===== src/rtl/manchester_encoder.sv =====
// rtl/manchester_encoder.sv - byte-stream to IEEE 802.3 Manchester line encoder with end-of-transmission delimiter
module manchester_encoder #(
  parameter int HALF_BIT_CYCLES = 4
) (
  input  logic       clk,
  input  logic       rst,
  input  logic [7:0] in_data,
  input  logic       in_valid,
  input  logic       in_last,
  output logic       in_ready,
  output logic       tx_line,
  output logic       tx_active,
  output logic       underrun
);

  localparam int CW = (HALF_BIT_CYCLES > 1) ? $clog2(HALF_BIT_CYCLES) : 1;
  localparam int EW = $clog2(4 * HALF_BIT_CYCLES);
  localparam logic [CW-1:0] HALF_MAX = CW'(HALF_BIT_CYCLES - 1);
  localparam logic [EW-1:0] ETD_MAX  = EW'(4 * HALF_BIT_CYCLES - 1);

  typedef enum logic [1:0] {IDLE, DATA, ETD} state_t;

  state_t        state;
  logic [7:0]    shift_reg;
  logic          cur_last;
  logic [7:0]    hold_data;
  logic          hold_full;
  logic          hold_last;
  logic [CW-1:0] half_cnt;
  logic          half_idx;
  logic [2:0]    bit_idx;
  logic [EW-1:0] etd_cnt;

  logic take;
  logic half_end;

  // Holding register is the only buffer the upstream sees; the delimiter phase refuses input.
  assign in_ready = (state != ETD) && !hold_full;
  assign take     = in_valid && in_ready;
  assign half_end = (half_cnt == HALF_MAX);

  // Single FSM: serializes LSB first, first half carries ~bit and second half carries bit.
  always_ff @(posedge clk or posedge rst) begin
    if (rst) begin
      state     <= IDLE;
      shift_reg <= '0;
      cur_last  <= 1'b0;
      hold_data <= '0;
      hold_full <= 1'b0;
      hold_last <= 1'b0;
      half_cnt  <= '0;
      half_idx  <= 1'b0;
      bit_idx   <= '0;
      etd_cnt   <= '0;
      tx_line   <= 1'b0;
      tx_active <= 1'b0;
      underrun  <= 1'b0;
    end else begin
      underrun <= 1'b0;
      case (state)
        IDLE: begin
          if (take) begin
            shift_reg <= in_data;
            cur_last  <= in_last;
            half_cnt  <= '0;
            half_idx  <= 1'b0;
            bit_idx   <= '0;
            tx_line   <= ~in_data[0];
            tx_active <= 1'b1;
            state     <= DATA;
          end
        end
        DATA: begin
          if (take) begin
            hold_data <= in_data;
            hold_last <= in_last;
            hold_full <= 1'b1;
          end
          if (!half_end) begin
            half_cnt <= half_cnt + CW'(1);
          end else begin
            half_cnt <= '0;
            if (!half_idx) begin
              half_idx <= 1'b1;
              tx_line  <= shift_reg[0];
            end else begin
              half_idx <= 1'b0;
              if (bit_idx != 3'd7) begin
                bit_idx   <= bit_idx + 3'd1;
                shift_reg <= {1'b0, shift_reg[7:1]};
                tx_line   <= ~shift_reg[1];
              end else if (cur_last) begin
                // Anything buffered after the last byte is discarded.
                state     <= ETD;
                etd_cnt   <= '0;
                tx_line   <= 1'b1;
                hold_full <= 1'b0;
              end else if (hold_full) begin
                shift_reg <= hold_data;
                cur_last  <= hold_last;
                hold_full <= 1'b0;
                bit_idx   <= '0;
                tx_line   <= ~hold_data[0];
              end else begin
                // Starved mid-frame: close the frame; a byte arriving this very cycle is dropped.
                state     <= ETD;
                etd_cnt   <= '0;
                tx_line   <= 1'b1;
                underrun  <= 1'b1;
                hold_full <= 1'b0;
              end
            end
          end
        end
        ETD: begin
          if (etd_cnt == ETD_MAX) begin
            state     <= IDLE;
            tx_line   <= 1'b0;
            tx_active <= 1'b0;
            hold_full <= 1'b0;
          end else begin
            etd_cnt <= etd_cnt + EW'(1);
          end
        end
        default: state <= IDLE;
      endcase
    end
  end

endmodule


===== config.mk =====
export PLATFORM = sky130hd
export DESIGN_NAME = manchester_encoder
export DESIGN_NICKNAME = d
export VERILOG_FILES = /design/src/rtl/manchester_encoder.sv
export SDC_FILE = /design/constraint.sdc
export NUM_CORES = 1
export LEC_CHECK = 0
export CAP_MARGIN = 20
export CELL_PAD_IN_SITES_DETAIL_PLACEMENT = 1
export CELL_PAD_IN_SITES_GLOBAL_PLACEMENT = 2
export CORE_ASPECT_RATIO = 0.8
export CORE_UTILIZATION = 40
export CTS_CLUSTER_SIZE = 14
export DETAILED_ROUTE_END_ITERATION = 6
export MAX_ROUTING_LAYER = met4
export PLACE_DENSITY = 0.87
export SLEW_MARGIN = 40
export SYNTH_ARGS = -nofsm -noshare
export SYNTH_HDL_FRONTEND = slang
export SYNTH_SLANG_ARGS = --single-unit

===== constraint.sdc =====
create_clock -name clk -period 2.62 [get_ports clk]
set_clock_uncertainty 0.05 [all_clocks]
set_input_delay 0.655 -clock clk [delete_from_list [all_inputs] [get_ports clk]]
set_output_delay 0.655 -clock clk [all_outputs]
set_load 0.01 [all_outputs]

# After elaboration in Yosys (flattened, before gate mapping)
# Index checks and enable logic that the tools add are counted.
dict set report totals {
  input_bits 12
  elab_cells 116
  register_bits 34
}
dict set report classes {
  reduce_logical 18
  bitwise_logic 3
  add_sub_neg 3
  mux 64
  n_eq_ne 15
}
# op n
set op_table {}
lappend op_table {{$mux 8} 6}
lappend op_table {{$mux 1} 27}
lappend op_table {{$mux 4} 6}
lappend op_table {{$mux 2} 9}
lappend op_table {{$mux 3} 6}
lappend op_table {{$reduce_and 6->1} 3}
lappend op_table {{$pmux 8 s2} 1}
lappend op_table {{$ne 2x2->1 const B} 7}
lappend op_table {{$ne 3x3->1 const B} 4}
lappend op_table {{$pmux 1 s2} 4}
lappend op_table {{$pmux 4 s2} 1}
lappend op_table {{$pmux 2 s3} 1}
lappend op_table {{$pmux 3 s2} 1}
lappend op_table {{$reduce_and 2->1} 3}
lappend op_table {{$reduce_and 3->1} 2}
lappend op_table {{$reduce_bool 2->1} 3}
lappend op_table {{$reduce_and 5->1} 1}
lappend op_table {{$add 4x1->4 const B} 1}
lappend op_table {{$eq 2x2->1 const B} 2}
lappend op_table {{$eq 4x4->1 const B} 1}
lappend op_table {{$pmux 2 s2} 1}
lappend op_table {{$reduce_and 4->1} 1}
lappend op_table {{$add 3x1->3 const B} 1}
lappend op_table {{$not 1->1} 3}
lappend op_table {{7 further kinds} 8}

# Depth between registers and ports, before layout
# Gate-level depths: netlist of the first run.
dict set report logic_depth {
  depth_word 8
  mapped_depth 7
  ltp_nobuf 6
}

# Worst setup path after synthesis of the first run
# OpenSTA, ideal clock, no wires.
dict set report synth_timing {
  path_type {register to register}
  start {register state[0]}
  end {register shift_reg[0]}
  stages_incl_launch_ff 7
  setup_ps 125
  t_arrival_ps 1644
  slack_ps 802
  t_required_ps 2445
  path_cell_list {dfrtp_1 inv_1 ha_1 nor2_4 a31oi_4 a21oi_4 mux2_2}
}
dict set report synth_between {
  elab_chain_len 5
  elab_cells_between_ends 13
}
# item line_no
set synth_lines {}
lappend synth_lines {{from (decl)} 23} ;# state_t state;
lappend synth_lines {{from (signal assigned)} 45} ;# state <= IDLE;
lappend synth_lines {{from (signal assigned)} 70} ;# state <= DATA;
lappend synth_lines {{from (signal assigned)} 94} ;# state <= ETD;
lappend synth_lines {{$ne 2x2->1} 38} ;# assign in_ready = (state != ETD) && !hold_full;
lappend synth_lines {{$logic_and 1x1->1} 38}
lappend synth_lines {{net in_ready} 10} ;# output logic in_ready,
lappend synth_lines {{$logic_and 1x1->1} 39} ;# assign take = in_valid && in_ready;
lappend synth_lines {{$ne 2x2->1 (no line)} --}
lappend synth_lines {{$reduce_and 6->1 (no line)} --}
lappend synth_lines {{to (signal assigned)} 63} ;# shift_reg <= in_data;
lappend synth_lines {{to (signal assigned)} 90} ;# shift_reg <= {1'b0, shift_reg[7:1]};
lappend synth_lines {{to (signal assigned)} 99} ;# shift_reg <= hold_data;
lappend synth_lines {{to (decl)} 24} ;# logic [7:0] shift_reg;
# The timed path passes the listed nets, and every way through them passes these cells.
# A chain may end at the register's enable or synchronous reset.

# Final worst setup path of the first run
dict set report layout_timing {
  start {register state[0]}
  end {output port in_ready}
}
dict set report layout_between {
  elab_chain_len 2
}
# item line_no
set layout_lines {}
lappend layout_lines {{$ne 2x2->1} 38}
lappend layout_lines {{$logic_and 1x1->1} 38}
lappend layout_lines {{to (decl)} 10}
# No other way between the ends.

==> results.yml, run 1 <==
yosys:
  syn_area_um2: 1871
  async_reset_ff_share_pct: 100.0
  ys_top_cells_by_area: "dfrtp_1, mux2_2, ha_1"
  syn_nets: 198
  synth_seq_cells: 34
  synth_flop_cell: "dfrtp_1"
  avgSynthCellArea_um2: 10.57
  synth.most_common_cell: "dfrtp_1"
  synth.largest_area_cell: "dfrtp_1"
  ys_seq_area_share_pct: 45.48
  yosysUniqueCellTypes: 38
  synth_top_area_share_pct: 45.48
  postSynthCellCount: 177
  synthTopCellsByCount: "dfrtp_1, mux2_2, nor2_1, inv_1, nand2_1"
  yosys_warnings: 0
  synth_edf_count: 0
sta:
  tightest_slew_ns: 0.4381
  rsz0062_at_grt: "no"
  drv_slew: 0
  whs_ns: 0.4434
  finalSetupViolCount: 0
  fmax_mhz: 402.7
  worst_slack_ns: 0.1365
  fin_crit_sh_pct: 94.79
  setup_tns_ns: 0
  period_minus_slack_ns: 2.484
  final_hold_viol_count: 0
  slew_headroom_pct: 70.79
outcome:
  status: "complete, no violations"
global_route:
  grt_pass1_wl_um: 7327
  grt_pass1_vias: 1543
  grt_overflow: 0
  track_usage_pct: 20.01
  antenna_found_initial: 0
  grt_start_max_net_pins: 35
floorplan:
  die_area_um2: 4956
  rows: 21
  die_width_um: 78.46
  die_h_um: 63.17
  coreArea_um2: 4335
  ios: 16
  initial_utilization_pct: 43.15
pwr:
  power.share.switching_pct: 21.47
  p_int_uw: 755.6
  p_per_area_nw_per_um2: 438.7
  max-vdd-ir-drop_mv: 0.2461
  p_total_uw: 962.3
  leakagePower_uw: 0.001055
  pwr-share-seq_pct: 54.5
  p_clk_share_pct: 41.5
  combinationalPowerShare_pct: 4.0
  p_sw_uw: 206.6
critical_path:
  setup.worst_path.end_class: "output pin"
  cp-start-kind: "flip-flop"
  slowest_stage: "clkdlybuf4s50_1"
  path_max_fanout: 4
  crit_path_max_incr_delay_ns: 0.55
  path_cells: "inv_1 -> ha_1 -> nor2_4 -> clkdlybuf4s50_1"
  path_buf_inv: 2
  critPathRequiredTime_ns: 1.91
  path_delay_family: "buffers and inverters"
  crit_type: "flip-flop to output pin"
  crit_arrival_ns: 1.78
place:
  portBuffers: 15
  post-dp-hpwl_um: 3041
  placed_cell_area_um2: 2102
  gp_congestion: 0.8441
  dp_slack_ns: 0.2578
routing:
  firstDrtPassIters: 4
  met3_length_um: 117
  wl_um: 4218
  wl_met2_um: 2035
  wl_per_cell_um: 16.48
  drcViolationCount: 0
  highest_layer: "met4"
  vias: 1418
  wl_met1_um: 2009
  dr.first_iter.drc_count: 73
  vias_per_cell: 5.539
  ant_nets: 0
clock_network:
  post_cts_buffers: 0
  clockBufferDepth: 2
  clk_latency_ns: 0.28
  cts_tree: "built"
  numCtsBuffers: 5
  htree_levels: 2
  cts.clk_slew.worst_paths_ns: 0.07
  clockRootBuffer: "clkbuf_8"
  ctsHoldBuffers: 0
  cts_resized: 0
  cts_sinks: 34
run:
  cap_viol_max_count: 0
final_layout:
  fin_area_um2: 2193
  fillers: 470
  drive_gt1_share_pct: 19.60
  synthToLayoutAreaGrowth_pct: 17.26
  antenna-diode-count: 0
  nNetsFinal: 219
min_path:
  hp-class: "flip-flop to flip-flop"
## cells by family (layout without fill, tap and decap cells)
kind of cell | count (synthesis) | count (layout) | share of synthesized area [%]
buffers and inverters | 18 | 40 | 4.081
AOI/OAI and AO/OA | 38 | 38 | 14.65
muxes | 26 | 26 | 15.25
adders and majority gates | 9 | 9 | 6.020
DFF | 34 | 34 | 45.49
and+or+nand+nor | 52 | 52 | 14.52
## power groups by stage
stage | sequential, µW | combinational [µW] | clock (µW)
after global routing | 524 | 43.0 | 439
after detailed placement | 535 | 39.3 | 0
after floorplan | 535 | 13.6 | 0
final | 525 | 38.4 | 399
after CTS | 525 | 39.4 | 411
after global placement | 535 | 38.0 | 0
## path summary, 6_finish.rpt
path	slack, ns	to	start	cells past startpoint
setup / recovery	0.14	in_ready	state[0]	4
hold / removal	0.44	half_cnt[0]	half_cnt[0]	1
setup reg to reg	0.55	etd_cnt[1]	bit_idx[1]	6
hold reg to reg	0.44	half_cnt[0]	half_cnt[0]	1
max in group asynchronous	1.48	hold_data[7]	rst	3
min in group asynchronous	0.72	hold_last	rst	3
## stage by stage
stage | cells | util [%]
global route | 256 | 50.59
detailed placement | 248 | 48.48
CTS | 256 | 50.59
global placement | 248 | 48.48
finish | 256 | 50.59
floorplan | 177 | -
## routing by layer
| layer | global-route usage, % | vias up |
|---|---|---|
| met5 | - | - |
| met4 | 7.870 | 0 |
| met3 | 3.913 | 5 |
| met2 | 31.80 | 21 |
| met1 | 25.16 | 717 |
| li1 | - | 675 |
## worst reg2reg max path, cell delays in order, from the launching register on
cell     delay (ns)
dfrtp_1        0.37
ha_1           0.16
ha_1           0.25
nand3_1        0.23
o21ai_2        0.36
o21ai_0        0.21
a211o_1        0.33
## cell type report
cell class	count	area, µm²	share of cell area [%]
Timing Repair Buffer	21	195.2	8.899
Multi-Input combinational cell	125	943.4	43.01
Sequential cell	34	850.8	38.79
Clock buffer	7	86.33	3.936
Tap cell	57	71.32	3.252
Inverter	11	41.29	1.882
Clock inverter	1	5.005	0.2282
## placed cells by master (no fill, tap or decap), types with 2 or more instances in the layout
cell,netlist,layout
dfrtp_1,34,34
mux2_2,20,20
clkdlybuf4s50_1,0,15
nor2_1,14,14
nand2_1,11,11
inv_1,11,11
o21ai_0,9,9
ha_1,9,9
a21oi_1,8,8
nand3_1,6,6
mux2i_1,6,6
clkbuf_8,0,6
buf_4,1,6
and3_1,5,5
a31oi_1,5,5
nand2b_1,4,4
nor2b_1,3,3
a211o_1,2,2
nor3_1,2,2
o31ai_1,2,2
o22ai_1,2,2
Note: power is estimated with default switching activity, not from simulation.
==> run 2, diff against run 1 <==
- ABC_AREA: default -> 1
- CAP_MARGIN: 20 -> 10
- CORE_UTILIZATION: 40 -> 36
- PLACE_DENSITY: 0.87 -> default
- PLACE_DENSITY_LB_ADDON: default -> 0.1
==> results.yml, run 2 <==
floorplan:
  coreArea_um2: 5094
  die_area_um2: 5665
  die_width_um: 83.90
  ios: 16
  die_h_um: 67.52
  rows: 23
  initial_utilization_pct: 37.93
sta:
  drv_slew: 0
  tightest_slew_ns: 0.5018
  setup_tns_ns: 0
  slew_headroom_pct: 66.51
  finalSetupViolCount: 0
  fin_crit_sh_pct: 94.67
  final_hold_viol_count: 0
  period_minus_slack_ns: 2.480
  rsz0062_at_grt: "no"
  fmax_mhz: 403.2
global_route:
  grt_pass1_wl_um: 7900
  antenna_found_initial: 0
  track_usage_pct: 19.23
  grt_start_max_net_pins: 35
  grt_overflow: 0
  grt_pass1_vias: 1583
clock_network:
  htree_levels: 2
  cts_resized: 0
  clk_latency_ns: 0.28
  cts_tree: "built"
  cts.clk_slew.worst_paths_ns: 0.07
  clockRootBuffer: "clkbuf_8"
  ctsHoldBuffers: 0
  cts_sinks: 34
  post_cts_buffers: 0
  clockBufferDepth: 2
  numCtsBuffers: 5
pwr:
  p_clk_share_pct: 41.7
  leakagePower_uw: 0.001208
  pwr-share-seq_pct: 54.3
  max-vdd-ir-drop_mv: 0.3054
  p_per_area_nw_per_um2: 435.8
  p_int_uw: 756.2
  combinationalPowerShare_pct: 4.1
  p_sw_uw: 210.7
  power.share.switching_pct: 21.79
yosys:
  postSynthCellCount: 251
  synth.largest_area_cell: "dfrtp_1"
  synth_flop_cell: "dfrtp_1"
  avgSynthCellArea_um2: 7.697
  synth.most_common_cell: "nand2_1"
  synth_seq_cells: 34
  synthTopCellsByCount: "nand2_1, dfrtp_1, inv_1, nand3_1, nor2_1"
  syn_area_um2: 1932
  async_reset_ff_share_pct: 100.0
  ys_seq_area_share_pct: 44.04
  ys_top_cells_by_area: "dfrtp_1, nand2_1, ha_1"
  synth_edf_count: 0
  syn_nets: 272
  synth_top_area_share_pct: 44.04
  yosys_warnings: 0
  yosysUniqueCellTypes: 27
critical_path:
  setup.worst_path.end_class: "output pin"
  crit_type: "flip-flop to output pin"
  cp-start-kind: "flip-flop"
  path_max_fanout: 5
  critPathRequiredTime_ns: 1.91
  crit_arrival_ns: 1.78
  path_cells: "inv_1 -> ha_1 -> nor2_4 -> clkdlybuf4s50_1"
  crit_path_max_incr_delay_ns: 0.55
  slowest_stage: "clkdlybuf4s50_1"
final_layout:
  multiInputGateArea_um2: 928.4
  fin_area_um2: 2218
  final_cell_count_no_fill: 333
  final_common_cell: "nand2_1"
  layout_common_cells: "nand2_1, dfrtp_1, inv_1, nor2_1, nand3_1"
  fillers: 655
  synthToLayoutAreaGrowth_pct: 14.83
  antenna-diode-count: 0
  nNetsFinal: 291
  drive_gt1_share_pct: 10.70
  final-seq-area_um2: 850.8
routing:
  wl_met2_um: 1871
  wl_um: 4627
  firstDrtPassIters: 4
  drcViolationCount: 0
  highest_layer: "met4"
  vias_per_cell: 4.817
  dr.first_iter.drc_count: 80
  wl_met1_um: 2604
  wl_per_cell_um: 13.89
  ant_nets: 0
  vias: 1604
  met3_length_um: 108
place:
  portBuffers: 15
  post-dp-hpwl_um: 3428
  dp_cells: 325
  placed_cell_area_um2: 2127
  gp_congestion: 0.7317
outcome:
  status: "complete, no violations"
min_path:
  hp-class: "flip-flop to flip-flop"
run:
  cap_viol_max_count: 0
[run 2: cell count changes after synthesis, moves of 4 or more]
cell,change
nand2b_1,-4
inv_2,+5
mux2i_1,-6
inv_1,+10
and3_1,-5
nand2_1,+94
nand3_1,+11
o21ai_0,-4
mux2_2,-20
buf_6,+4
a31oi_1,-5
[run 2: final timing paths]
check	from	endpoint	slack [ns]	depth (start not counted)
setup / recovery	state[0]	in_ready	0.14	4
hold / removal	hold_data[4]	hold_data[4]	0.43	2
setup reg to reg	state[1]	etd_cnt[3]	0.66	9
hold reg to reg	hold_data[4]	hold_data[4]	0.43	2
max in group asynchronous	rst	hold_last	1.47	3
min in group asynchronous	rst	etd_cnt[0]	0.72	3
[run 2: area by class of cell]
cell class / instances / share of cell area [%]
Clock buffer: 7 / 3.892
Clock inverter: 1 / 0.2256
Timing Repair Buffer: 18 / 7.783
Tap cell: 62 / 3.497
Multi-Input combinational cell: 185 / 41.85
Sequential cell: 34 / 38.35
Inverter: 26 / 4.399
[run 2: per-stage QoR]
| step | total power (µW) | util [%] | worst slack, ns | hold slack (ns) |
|---|---|---|---|---|
| after floorplan | 550.0 | - | 1.006 | 0.3922 |
| after global placement | 575.7 | 41.76 | 0.4404 | 0.4084 |
| after global routing | 1011 | 43.55 | 0.05986 | 0.4487 |
| after detailed placement | 575.5 | 41.76 | 0.4430 | 0.4124 |
| final | 966.9 | 43.55 | 0.1396 | 0.4298 |
| after CTS | 990.1 | 43.55 | 0.1221 | 0.4308 |
[run 2: metal layers]
layer / vias up / track usage, %
li1: 822 / -
met1: 760 / 26.94
met2: 17 / 27.97
met3: 5 / 4.034
met4: 0 / 5.819
met5: - / -
[run 2: cell families (layout without fill, tap and decap cells)]
family                     after synthesis  in the layout  synth area share, %
xor gates and xnor gates                 2              2               0.9069
AOI/OAI and AO/OA                       20             20                6.088
buffers and inverters                   32             52                7.902
DFF                                     34             34                44.04
adders and majority gates                9              9                5.829
and+or+nand+nor                        154            154                35.23
[run 2: critical path, delay by kind of cell (launching register included)]
family / cells / cell delay (ns)
flops: 1 / 0.40
fa+ha+maj: 1 / 0.29
simple gates: 1 / 0.16
buf+inv: 2 / 0.65
[run 2: power groups by stage]
stage	logic, µW	clock network, µW	registers, µW
after global routing	44.9	442	524
after floorplan	15.3	0	535
after CTS	40.9	425	524
after detailed placement	40.8	0	535
after global placement	41.1	0	535
final	39.3	403	525
